--- src/rtl/ul8_alu_pkg.sv ---
// Shared widths, op codes and FSM encoding for the 8-bit ALU arbiter.
// The arbiter only forwards op codes; the constants document the attached ALU.
package ul8_alu_pkg;

  localparam int DATA_W = 8;
  localparam int OP_W   = 2;

  localparam logic [OP_W-1:0] OP_ADD  = 2'b00;
  localparam logic [OP_W-1:0] OP_NAND = 2'b01;
  localparam logic [OP_W-1:0] OP_SUB  = 2'b10;
  localparam logic [OP_W-1:0] OP_XOR  = 2'b11;

  typedef enum logic [1:0] {
    IDLE = 2'b00,
    EXEC = 2'b01,
    RESP = 2'b10
  } state_e;

endpackage

--- src/rtl/alu_arb_grant.sv ---
// Two-way grant decision: a lone valid requester always wins, and a tie goes
// to the requester that was not granted last.
module alu_arb_grant (
  input  logic [1:0] valid_i,
  input  logic       last_i,
  output logic [1:0] grant_o
);

  always_comb begin
    grant_o = valid_i;
    if (valid_i == 2'b11) begin
      grant_o = last_i ? 2'b01 : 2'b10;
    end
  end

endmodule

--- src/rtl/alu_arbiter.sv ---
// Shares one combinational ALU between two requesters through an IDLE/EXEC/RESP FSM.
// Define ALU_ARB_FIXED_PRIO_EN to make requester 0 win every tie (no last-grant pointer).
module alu_arbiter
  import ul8_alu_pkg::*;
(
  input  logic              clk,
  input  logic              rst_n,
  input  logic              req0_valid,
  input  logic [DATA_W-1:0] req0_x,
  input  logic [DATA_W-1:0] req0_y,
  input  logic [OP_W-1:0]   req0_op,
  output logic              req0_ready,
  output logic              rsp0_valid,
  output logic [DATA_W-1:0] rsp0_z,
  input  logic              rsp0_ready,
  input  logic              req1_valid,
  input  logic [DATA_W-1:0] req1_x,
  input  logic [DATA_W-1:0] req1_y,
  input  logic [OP_W-1:0]   req1_op,
  output logic              req1_ready,
  output logic              rsp1_valid,
  output logic [DATA_W-1:0] rsp1_z,
  input  logic              rsp1_ready,
  output logic [DATA_W-1:0] alu_x_out,
  output logic [DATA_W-1:0] alu_y_out,
  output logic [OP_W-1:0]   alu_op_out,
  input  logic [DATA_W-1:0] alu_z_in
);

  state_e            state_q, state_d;
  logic [DATA_W-1:0] x_q, x_d;
  logic [DATA_W-1:0] y_q, y_d;
  logic [DATA_W-1:0] z_q, z_d;
  logic [OP_W-1:0]   op_q, op_d;
  logic              id_q, id_d;
  logic              last_ptr;
  logic [1:0]        grant;
  logic              rsp_ready_sel;

`ifdef ALU_ARB_FIXED_PRIO_EN
  // A constant "last was 1" makes the grant unit favour requester 0 on every tie.
  assign last_ptr = 1'b1;
`else
  logic last_q, last_d;
  assign last_ptr = last_q;
`endif

  alu_arb_grant u_grant (
    .valid_i ({req1_valid, req0_valid}),
    .last_i  (last_ptr),
    .grant_o (grant)
  );

  assign rsp_ready_sel = id_q ? rsp1_ready : rsp0_ready;

  always_comb begin
    state_d = state_q;
    x_d     = x_q;
    y_d     = y_q;
    z_d     = z_q;
    op_d    = op_q;
    id_d    = id_q;
`ifndef ALU_ARB_FIXED_PRIO_EN
    last_d  = last_q;
`endif
    unique case (state_q)
      IDLE: begin
        if (|grant) begin
          id_d    = grant[1];
          x_d     = grant[1] ? req1_x  : req0_x;
          y_d     = grant[1] ? req1_y  : req0_y;
          op_d    = grant[1] ? req1_op : req0_op;
`ifndef ALU_ARB_FIXED_PRIO_EN
          last_d  = grant[1];
`endif
          state_d = EXEC;
        end
      end
      EXEC: begin
        z_d     = alu_z_in;
        state_d = RESP;
      end
      RESP: begin
        if (rsp_ready_sel) begin
          state_d = IDLE;
        end
      end
      default: state_d = IDLE;
    endcase
  end

  always_ff @(posedge clk or negedge rst_n) begin
    if (!rst_n) begin
      state_q <= IDLE;
      x_q     <= '0;
      y_q     <= '0;
      z_q     <= '0;
      op_q    <= '0;
      id_q    <= 1'b0;
`ifndef ALU_ARB_FIXED_PRIO_EN
      last_q  <= 1'b1;
`endif
    end else begin
      state_q <= state_d;
      x_q     <= x_d;
      y_q     <= y_d;
      z_q     <= z_d;
      op_q    <= op_d;
      id_q    <= id_d;
`ifndef ALU_ARB_FIXED_PRIO_EN
      last_q  <= last_d;
`endif
    end
  end

  // Ready is the only combinational output; rst_n gates it so reset silences it at once.
  assign req0_ready = rst_n && (state_q == IDLE) && grant[0];
  assign req1_ready = rst_n && (state_q == IDLE) && grant[1];

  assign alu_x_out  = (state_q == EXEC) ? x_q  : '0;
  assign alu_y_out  = (state_q == EXEC) ? y_q  : '0;
  assign alu_op_out = (state_q == EXEC) ? op_q : '0;

  assign rsp0_valid = (state_q == RESP) && !id_q;
  assign rsp1_valid = (state_q == RESP) &&  id_q;
  assign rsp0_z     = rsp0_valid ? z_q : '0;
  assign rsp1_z     = rsp1_valid ? z_q : '0;

endmodule

--- config.mk ---
export PLATFORM = sky130hd
export DESIGN_NAME = alu_arbiter
export DESIGN_NICKNAME = d
export VERILOG_FILES = /design/src/rtl/ul8_alu_pkg.sv /design/src/rtl/alu_arb_grant.sv /design/src/rtl/alu_arbiter.sv
export SDC_FILE = /design/constraint.sdc
export NUM_CORES = 1
export LEC_CHECK = 0
export BUFFER_PORTS_ARGS = -buffer_cell sky130_fd_sc_hd__buf_2
export CORE_MARGIN = 1.5
export CORE_UTILIZATION = 45
export DETAILED_ROUTE_END_ITERATION = 8
export GPL_TIMING_DRIVEN = 0
export PLACE_DENSITY = 0.8
export SLEW_MARGIN = 15
export SYNTH_ARGS = -nofsm -noshare
export SYNTH_HDL_FRONTEND = slang
export SYNTH_HIERARCHICAL = 1
export SYNTH_SLANG_ARGS = --single-unit
export TNS_END_PERCENT = 50
--- constraint.sdc ---
create_clock -name clk -period 2.3 [get_ports clk]
set_input_delay 0.23 -clock clk [delete_from_list [all_inputs] [get_ports clk]]
set_output_delay 0.23 -clock clk [all_outputs]
set_load 0.1 [all_outputs]
==> run metrics <==
area growth from synthesis to layout=37.5%; drt total wl=3.24 mm; CTS buffer count=5; Routed WL per cell=11.9 um; Worst-Margin Slew=0.664 ns; Final setup viols=0; Vias/cell=about 4.7; final slew viol count=0; Hold Path Class=primary input to async pin; FP Rows=21; Clk Latency, worst-skew pair=0.28 ns; GRT Total Usage=between 10% and 20%; post-route ant nets=0; Final Hold Violating Endpoints=29; failing checks=negative hold slack; largest net degree at the start of global routing=33; outcome=complete, but fails checks; worst path cell trace=nor2b_1, buf_2, clkbuf_1, and2_1, buf_2; Cell Area, Synth=approximately 1700 um^2; element type at the critical path start=flip-flop; area leader, netlist=dfrtp_1; area fraction of the dominant cell type after synthesis=43.8%; Crit-path slowest cell=buf_2; Detailed Routing Iterations Pass 1=4; clk buf depth=2; Buf/Inv on CP=3; sequential element share of the synthesized area=~45%; RSZ-0062 raised after global routing=false; PnR worst setup slack=about 0.15 ns; GP Congestion=around 0.7; WP data arrival=1.92 ns; Synth area leaders=dfrtp_1, mux2_2, and2_1; CP top delay family=buffers and inverters; Worst-path clk slew=0.06 ns; post-layout min period=around 2.1 ns; drt drc=0; library cells used by synthesis=23; CP Capture Type=output pin; critical path class=flip-flop to output pin; total global routing overflow=0; total core area=3440 um^2; CTS tree=done; Ant. Diodes=0; final net count=approximately 280; Fmax=466 MHz; clock sinks=30; flops & latches, synth=30; Final Skew=0.00488 ns; die area=4050 um^2; Post-Syn Nets=roughly 180; CTS root buffer=clkbuf_8; HPWL Detailed=2.48 mm; Die W=63.7 um; max-cap violation count=0; crit-path most repeated cell=buf_2; via count=1282; Final period util=93.3%; Gate Count Post-Synth=about 130; crit-path max FO=10; Mapped Avg Cell Area=12.5 um^2; pre-CTS setup slack=0.192 ns; CP peak stage delay=roughly 0.42 ns; IO buf count=87; io pins=88; htree depth=2; first-pass GRT wire length=5.60 mm; layout cells sized above 1=65.2%; Max transition margin=roughly 56%; Initial Util=48.1%; chip height=63.7 um; DRT iter0 DRCs=14; initial antenna violation count=0; Critical Path RT=2.07 ns; Synth Warn #=6; vias in the first global route=between 1k and 1.5k; Hold Slack=-0.0183 ns
==> logic make-up after synthesis <==
logic type | after synthesis | synth area share [%]
compound gates | 6 | 2.87
simple gates | 42 | 15.4
mux | 45 | 32.6
buf+inv | 9 | 3.70
flops | 30 | 45.4
==> area by class of cell <==
type	instances	area (um^2)
clock buffer	8	110
inverter	2	7.51
sequential	30	752
timing repair buffer	87	448
tap	46	57.6
buffer	7	55.1
multi-input combinational	93	848
fill	274	1160
==> Yosys cell counts <==
| master | number |
|---|---|
| and3_1 | 2 |
| a21boi_0 | 1 |
| nor2_2 | 1 |
| nor2_1 | 2 |
| buf_1 | 1 |
| mux2_1 | 2 |
| nand2b_1 | 1 |
| clkbuf_1 | 1 |
| dfstp_2 | 1 |
| mux2_4 | 9 |
| dfrtp_1 | 29 |
| buf_2 | 3 |
| nand2_1 | 1 |
| nor2b_1 | 1 |
| a22o_1 | 2 |
| mux2_2 | 34 |
| inv_1 | 2 |
| buf_12 | 1 |
| a21boi_1 | 1 |
| o21a_1 | 1 |
| buf_6 | 1 |
| and2_1 | 34 |
| o21bai_1 | 1 |
==> what timing repair did <==
item,4_1_cts,5_1_grt
resized for setup,1,5
hold buffers,0,0
buffers inserted,0,0
endpoints found under the setup margin,1,5
==> registers in the layout, indices dropped and copies added (netlist names) <==
signal / count
id_q: 1
z_q: 8
last_ptr: 1
y_q: 8
state_q: 2
op_q: 2
x_q: 8
==> per-stage QoR <==
stage | hold slack [ns] | cell area (um^2) | instances | utilization (%) | setup TNS (ns)
floorplan | -0.0656 | 1660 | 132 | - | -4.20
global placement | 0.309 | 2150 | 265 | 62.6 | 0
detailed placement | 0.303 | 2150 | 265 | 62.6 | 0
CTS | 0.00663 | 2270 | 273 | 65.8 | 0
global route | 0.0471 | 2280 | 273 | 66.2 | 0
finish | -0.0183 | 2280 | 273 | 66.2 | 0
==> worst paths after layout <==
check | start | to | slack (ns) | cells after the start
setup / recovery | state_q[1]$_DFFE_PN0P_ | alu_y_out[5] | 0.15 | 5
hold / removal | rst_n | z_q[2]$_DFFE_PN0N_ | -0.02 | 1
setup reg to reg | last_ptr$_DFFE_PN1P_ | y_q[1]$_DFFE_PN0P_ | 0.51 | 4
hold reg to reg | op_q[0]$_DFFE_PN0P_ | op_q[0]$_DFFE_PN0P_ | 0.49 | 1
max in group asynchronous | rst_n | x_q[1]$_DFFE_PN0P_ | 1.88 | 1
min in group clk | alu_z_in[7] | z_q[7]$_DFFE_PN0N_ | 0.18 | 2
==> placed cells by master, fill, tap and decap left out, types with 2 or more instances in the layout <==
master,n
nor2_2,3
clkbuf_8,8
mux2_4,9
inv_1,2
dfrtp_1,29
clkbuf_4,5
mux2_2,34
and2_1,34
buf_2,86
mux2_1,2
and3_1,2
a22o_1,2
==> worst register-to-register path, stage by stage, from the launching register on <==
cell      delay [ns]
dfstp_2         0.37
a21boi_0        0.35
buf_2           0.32
mux2_2          0.37
mux2_2          0.26
==> routing by layer <==
| layer | global-route usage (%) | up-vias | part of all wire (%) |
|---|---|---|---|
| met2 | 29.2 | 65 | 45 |
| met1 | 21.2 | 569 | 44 |
| met3 | 6.25 | 6 | 9.9 |
| met5 | 0 | - | 0 |
| met4 | 6.52 | 0 | 1.5 |
| li1 | - | 642 | - |
Power is not shown: default switching activity piles up to over one toggle a cycle in this logic, so the estimate is an artifact.
